<file path="src/rtl/mux_tree_pkg.sv">
// Shared types and sizing helpers for the pipelined mux tree.
// The token travels beside the data through every tree level.
package mux_tree_pkg;

    // Wide enough for the largest supported tree (256 channels).
    localparam int MAX_SELW = 8;

    typedef struct packed {
        logic                valid;
        logic [MAX_SELW-1:0] sel;
        logic                err;
    } token_t;

    function automatic int clog4(input int n);
        int lv;
        int span;
        lv   = 0;
        span = 1;
        for (int i = 0; i < MAX_SELW; i++) begin
            if (span < n) begin
                span = span * 4;
                lv++;
            end
        end
        return lv;
    endfunction

    function automatic int padded_channels(input int n);
        return 1 << (2 * clog4(n));
    endfunction

endpackage

</file>
<file path="src/rtl/mux4_stage.sv">
// One tree level: GROUPS registered 4:1 muxes sharing one select digit.
// Data and token update only when a valid token passes, so outputs hold.
module mux4_stage
    import mux_tree_pkg::*;
#(
    parameter int WIDTH  = 1,
    parameter int GROUPS = 1,
    parameter int LEVEL  = 0
) (
    input  logic                      clk,
    input  logic                      rst_n,
    input  logic [4*GROUPS*WIDTH-1:0] src,
    input  token_t                    src_tok,
    output logic [GROUPS*WIDTH-1:0]   q,
    output token_t                    q_tok
);

    logic [1:0]              digit;
    logic [GROUPS*WIDTH-1:0] pick;

    assign digit = src_tok.sel[2*LEVEL +: 2];

    always_comb begin
        pick = '0;
        for (int g = 0; g < GROUPS; g++) begin
            unique case (digit)
                2'd0: pick[g*WIDTH +: WIDTH] = src[(4*g+0)*WIDTH +: WIDTH];
                2'd1: pick[g*WIDTH +: WIDTH] = src[(4*g+1)*WIDTH +: WIDTH];
                2'd2: pick[g*WIDTH +: WIDTH] = src[(4*g+2)*WIDTH +: WIDTH];
                2'd3: pick[g*WIDTH +: WIDTH] = src[(4*g+3)*WIDTH +: WIDTH];
            endcase
        end
    end

    always_ff @(posedge clk or negedge rst_n) begin
        if (!rst_n) begin
            q     <= '0;
            q_tok <= '0;
        end else if (src_tok.valid) begin
            q     <= pick;
            q_tok <= src_tok;
        end else begin
            q_tok.valid <= 1'b0;
        end
    end

endmodule

</file>
<file path="src/rtl/mux_tree_pipelined.sv">
// Pipelined N-to-1 mux: one registered 4:1 level per pipeline stage,
// with an optional wrapping scan counter driving the select.
module mux_tree_pipelined
    import mux_tree_pkg::*;
#(
    parameter int  WIDTH    = 1,
    parameter int  CHANNELS = 16,
    localparam int SELW     = $clog2(CHANNELS),
    localparam int LEVELS   = clog4(CHANNELS)
) (
    input  logic                      clk,
    input  logic                      rst_n,
    input  logic [CHANNELS*WIDTH-1:0] din,
    input  logic [SELW-1:0]           sel,
    input  logic                      in_valid,
    input  logic                      scan_en,
    output logic [WIDTH-1:0]          dout,
    output logic                      out_valid,
    output logic [SELW-1:0]           out_sel,
    output logic                      sel_err
);

    localparam int PADDED = padded_channels(CHANNELS);

    logic [SELW-1:0]         scan_cnt;
    logic [SELW-1:0]         eff_sel;
    logic                    range_err;
    logic [PADDED*WIDTH-1:0] din_pad;
    token_t                  launch_tok;
    token_t                  last_tok;
    logic                    unused_sel;

    assign eff_sel   = scan_en ? scan_cnt : sel;
    assign range_err = {1'b0, eff_sel} >= (SELW+1)'(CHANNELS);

    // Out-of-range selects always land on these zero pads, giving dout=0.
    assign din_pad = (PADDED*WIDTH)'(din);

    always_comb begin
        launch_tok       = '0;
        launch_tok.valid = in_valid;
        launch_tok.sel   = MAX_SELW'(eff_sel);
        launch_tok.err   = range_err;
    end

    always_ff @(posedge clk or negedge rst_n) begin
        if (!rst_n) begin
            scan_cnt <= '0;
        end else if (in_valid && scan_en) begin
            if (scan_cnt == SELW'(CHANNELS - 1))
                scan_cnt <= '0;
            else
                scan_cnt <= scan_cnt + 1'b1;
        end
    end

    for (genvar l = 0; l < LEVELS; l++) begin : lv
        localparam int GROUPS = PADDED >> (2 * (l + 1));
        logic [GROUPS*WIDTH-1:0] q;
        token_t                  tq;
        if (l == 0) begin : g_first
            mux4_stage #(
                .WIDTH  (WIDTH),
                .GROUPS (GROUPS),
                .LEVEL  (l)
            ) u_stage (
                .clk     (clk),
                .rst_n   (rst_n),
                .src     (din_pad),
                .src_tok (launch_tok),
                .q       (q),
                .q_tok   (tq)
            );
        end else begin : g_next
            mux4_stage #(
                .WIDTH  (WIDTH),
                .GROUPS (GROUPS),
                .LEVEL  (l)
            ) u_stage (
                .clk     (clk),
                .rst_n   (rst_n),
                .src     (lv[l-1].q),
                .src_tok (lv[l-1].tq),
                .q       (q),
                .q_tok   (tq)
            );
        end
    end

    assign last_tok   = lv[LEVELS-1].tq;
    assign dout       = lv[LEVELS-1].q;
    assign out_valid  = last_tok.valid;
    assign out_sel    = last_tok.sel[SELW-1:0];
    assign sel_err    = last_tok.err;
    assign unused_sel = ^{1'b0, last_tok.sel};

endmodule

</file>
<file path="config.mk">
export PLATFORM = sky130hd
export DESIGN_NAME = mux_tree_pipelined
export DESIGN_NICKNAME = d
export VERILOG_FILES = /design/src/rtl/mux_tree_pkg.sv /design/src/rtl/mux4_stage.sv /design/src/rtl/mux_tree_pipelined.sv
export SDC_FILE = /design/constraint.sdc
export NUM_CORES = 1
export LEC_CHECK = 0
export ABC_AREA = 1
export CAP_MARGIN = 20
export CORE_MARGIN = 2
export CORE_UTILIZATION = 45
export CTS_CLUSTER_SIZE = 30
export DETAILED_ROUTE_END_ITERATION = 12
export PLACE_DENSITY = 0.77
export SYNTH_ARGS = -nofsm -noshare
export SYNTH_HDL_FRONTEND = slang
export SYNTH_SLANG_ARGS = --single-unit
</file>
<file path="constraint.sdc">
create_clock -name clk -period 3.1 [get_ports clk]
set_clock_uncertainty 0.15 [all_clocks]
set_input_delay 0.62 -clock clk [delete_from_list [all_inputs] [get_ports clk]]
set_output_delay 0.62 -clock clk [all_outputs]
set_load 0.005 [all_outputs]
</file>
Yosys cells after proc, flatten, opt, wreduce, memory -nomap -nowiden
Cells that the tools add are included.
{"block": "classes", "n_eq_ne": 7, "reduce_logical": 3, "muxes": 9, "add_sub_neg": 1}
{"cell": "case mux 1 bit (4 select lines)", "count": 5}
{"cell": "== test 2 bit (second input constant)", "count": 4}
{"cell": "2-to-1 mux 4 bit", "count": 2}
{"cell": "adder 4 x 1 -> 4 bit (second input constant)", "count": 1}
{"cell": "== test 2 x 1 -> 1 bit (second input constant)", "count": 2}
{"cell": "== test 4 bit (second input constant)", "count": 1}
{"cell": "logical NOT 2 bit", "count": 2}
{"cell": "2-to-1 mux 1 bit", "count": 2}
{"cell": "logical AND 1 bit", "count": 1}
{"block": "totals", "in_bits": 24, "reg_bits": 19, "wordCells": 27}

Depth between registers and ports, before layout
{"block": "logic_depth", "ltp_word": 3, "mapped_depth": 9, "mapped_depth_nobuf": 8}

By module
A second synthesis with hierarchy kept.
{"block": "hier_totals", "cells_unflattened": 170, "hier_area_um2": 1393.8}
{"module": "mux4_stage at lv[0].g_first.u_stage", "seq_area_each_um2": 350.3, "cells_each": 83, "area_each_um2": 683.2, "instances": 1}
{"module": "mux4_stage at lv[1].g_next.u_stage", "seq_area_each_um2": 275.3, "cells_each": 50, "area_each_um2": 452.9, "instances": 1}
{"module": "mux_tree_pipelined", "seq_area_each_um2": 100.1, "cells_each": 37, "area_each_um2": 257.7, "instances": 1}

Worst setup path before layout
OpenSTA, ideal clock, no wires.
{"block": "synth_timing", "kind": "input -> register", "from": "input scan_en", "to": "register lv[0].g_first.u_stage.q[0]", "arrival_ns": 1.283, "slack_ns": 1.551, "path_stages": 8, "cell_sequence": "buf_6 -> nand2_1 -> nand2_4 -> buf_6 -> o21ai_1 -> nand3_1 -> nand2_1 -> nand2_1"}
{"block": "synth_via", "elab_chain_cells": 3, "elab_cells_between_ends": 6}
{"item": "start, declared", "line": "mux_tree_pipelined.sv:16", "text": "input logic scan_en,"}
{"item": "2-to-1 mux 4 bit (*)", "line": "mux_tree_pipelined.sv:33", "text": "assign eff_sel = scan_en ? scan_cnt : sel;"}
{"item": "== test 2 bit (tied with other cells)", "line": "mux4_stage.sv:26", "text": "unique case (digit)"}
{"item": "case mux 1 bit (4 select lines) (*)", "line": "mux4_stage.sv:26"}
{"item": "end signal, assigned", "line": "mux4_stage.sv:40", "text": "q <= pick;"}
{"item": "end, declared", "line": "mux4_stage.sv:14", "text": "output logic [GROUPS*WIDTH-1:0] q,"}
Mark *: on every way between the ends. The rest lies on a longest branch, timed or not.
A chain may end at the register's enable or synchronous reset.

Final worst setup path
{"block": "layout_timing", "from": "register lv[1].g_next.u_stage.q", "to": "output dout"}
{"item": "start, declared", "line": "mux4_stage.sv:14"}
{"item": "start signal, assigned", "line": "mux4_stage.sv:40"}
{"item": "end, declared", "line": "mux_tree_pipelined.sv:17", "text": "output logic [WIDTH-1:0] dout,"}
No word-level cell between the ends.

==> results by group <==
Run status
  – Status: finished clean

Cells and area
  – Layout cells sized above 1: 0.0728
  – Area growth, synth to finish: 31.1%
  – # nets final: 177
  – Most frequent cells in the layout: nand2_1 (29), clkdlybuf4s50_1 (29), dfrtp_1 (19), nand3_1 (18), inv_1 (12)
  – Antenna cells: 0
  – # fillers: 219

STA
  – Final period util: 0.620
  – Final setup vio count: 0
  – RSZ-0062 raised after global routing: no
  – Total Neg Setup Slack: 0 ps
  – Max-slew headroom: 0.451
  – Max Clock Freq: 521 MHz
  – Worst-margin pin slew: 822 ps
  – Slew Viols, Final: 0
  – Minimum clock period: 1920 ps
  – Endpoints failing hold: 0

Setup path
  – Worst Path Max Fanout: 2
  – WS Path Type: reg -> out
  – CP delay by family, top: buffers and inverters
  – Crit path largest cell delay: 500 ps
  – Buf/Inv on CP: 1
  – WP data arrival: 1150 ps
  – Crit path max-delay cell type: clkdlybuf4s50_1
  – CP endpoint kind: output pin
  – Reg2reg setup slack: 1780 ps
  – CP cell instances: clkdlybuf4s50_1
  – Data required time of the worst path: 2330 ps
  – Kind of start point of the critical path: register

Drt
  – Vias: 848
  – Vias per std cell: 4.74
  – Drc violations: 0
  – Final ANT Viol Nets: 0
  – DRT Wirelength: 1900 um
  – Initial DRC count: 13
  – Wire length per cell: 10.6 um
  – First-pass DRT Iterations: 4

Placed design
  – RD Place Congestion: 0.704
  – DP Wirelength: 1540 um
  – Port Buffer Count: 29

CTS
  – Post_cts resized: 0
  – CTS root buffer: clkbuf_4
  – Clk slew on worst S/H paths: 110 ps
  – Inserted Clock Buffers: 3
  – CTS H-tree depth: 1
  – Clk_lat worst skew: 290 ps
  – Clock Tree Buf Depth: 2
  – # clock sinks: 19
  – Setup Fix Bufs, Post-CTS: 0
  – CTS tree: built
  – Post-CTS Hold Buffers: 0

Global route
  – Initial antenna violation count: 0
  – Total Routing Usage GR: 0.158
  – Largest net degree at the start of global routing: 20
  – Overflow after GRT: 0
  – Global-route wire length before repair: 3110 um
  – Vias in the first global route: 770

Synthesis
  – Avg Inst Size Synth: 8.18 um^2
  – Synth cell types: 24
  – Post-synthesis cell count: 123
  – Register area share after synthesis: 0.473
  – Flops & latches, synth: 19
  – Synth warnings: 0
  – Mapped Nets: 148
  – Cell area after synthesis: 1010 um^2

Floorplan
  – Die height: 51.3 um
  – Cell Rows: 17
  – Die width: 51.3 um
  – Core Box Area: 2170 um^2
  – Die footprint: 2630 um^2
  – I/O pins: 31
  – Initial Utilization: 0.464

Run
  – Maxcap violations: 0

Power
  – VDD IR-drop max: 0.000257 V
  – Pleak: 0.610 nW
  – P per Cell Area: 523 nW/um^2
  – Final Total Pwr: 0.000689 W

Hold path
  – Hold WC Path Type: reg -> reg
==> synthesized netlist by cell type <==
cell type | instances | share of area
buf_6 | 2 | 0.022
inv_4 | 1 | 0.0062
nor2_1 | 6 | 0.022
o21ai_1 | 3 | 0.015
nand3_1 | 18 | 0.090
a21oi_1 | 3 | 0.015
nand2_1 | 29 | 0.11
conb_1 | 1 | 0.0037
nand4_1 | 1 | 0.0062
o22ai_1 | 2 | 0.012
o21ai_0 | 9 | 0.045
clkbuf_1 | 1 | 0.0037
mux2_2 | 2 | 0.022
buf_4 | 1 | 0.0075
xnor2_1 | 1 | 0.0087
clkinv_1 | 1 | 0.0037
o21ai_2 | 1 | 0.0087
ha_1 | 1 | 0.012
nand2_4 | 2 | 0.022
nand2_2 | 2 | 0.012
nand3b_1 | 4 | 0.030
buf_2 | 1 | 0.0050
dfrtp_1 | 19 | 0.47
inv_1 | 12 | 0.045
==> per-stage QoR <==
stage	util	instances	hold slack (ps)	worst slack [ps]	instance area [um^2]
6_report	0.608	179	350	1180	1320
5_1_grt	0.608	179	372	1110	1320
4_1_cts	0.608	179	351	1170	1320
3_5_place_dp	0.596	175	324	874	1290
3_3_place_gp	0.596	175	324	940	1290
2_1_floorplan	-	123	174	1550	1010
==> sequential cells by signal (all words and copies together) (netlist names) <==
register and flops:
scan_cnt 4, lv.g_next.u_stage.q_tok 5, lv.g_first.u_stage.q_tok 5, lv.g_next.u_stage.q 1, lv.g_first.u_stage.q 4
==> worst min-delay path: cells and delay by family, from the launching register on <==
kind          cells  cell delay (ps)
simple gates      2              110
flops             1              370
==> area by class of cell <==
| cell class | instances | area, um^2 | share of cell area |
|---|---|---|---|
| multi-input cells | 85 | 437 | 0.331 |
| repair buffers | 29 | 290 | 0.220 |
| well taps | 28 | 35.0 | 0.0266 |
| inverters | 14 | 55.1 | 0.0417 |
| clock buffers | 4 | 26.3 | 0.0199 |
| flip-flops and latches | 19 | 475 | 0.361 |
==> logic make-up after synthesis <==
group,count (synthesis),share of synthesized area
buf+inv,19,0.0933
mux,2,0.0224
compound gates,18,0.0958
simple gates,62,0.291
other cells,1,0.00373
xor+xnor,1,0.00871
fa+ha+maj,1,0.0124
flops,19,0.473
==> where the power goes <==
group / internal, W / switching, W / total [W]
clock: 0.0000499 / 0.0000719 / 0.000122
combinational: 0.000111 / 0.000103 / 0.000214
sequential: 0.000306 / 0.0000474 / 0.000353
total: 0.000467 / 0.000222 / 0.000689
==> path summary, 6_finish.rpt <==
| kind | cells after the start | startpoint | to |
|---|---|---|---|
| worst min register to register | 2 | lv[0].g_first.u_stage.q[1] | lv[0].g_first.u_stage.q[1] |
| min in group asynchronous | 1 | rst_n | lv[0].g_first.u_stage.q_tok[3] |
| worst max register to register | 6 | scan_cnt[0] | lv[0].g_first.u_stage.q[2] |
| worst min-delay path | 2 | lv[0].g_first.u_stage.q[1] | lv[0].g_first.u_stage.q[1] |
| worst max-delay path | 1 | lv[1].g_next.u_stage.q | dout |
| max in group asynchronous | 1 | rst_n | lv[0].g_first.u_stage.q[1] |
==> metal layers <==
layer	track usage	part of all wire	vias up
met4	0.0789	0.014	0
met5	0	0	-
met2	0.271	0.48	23
met1	0.196	0.46	370
li1	-	-	453
met3	0.0175	0.036	2
No activity file was read; power rests on OpenSTA's default activity.
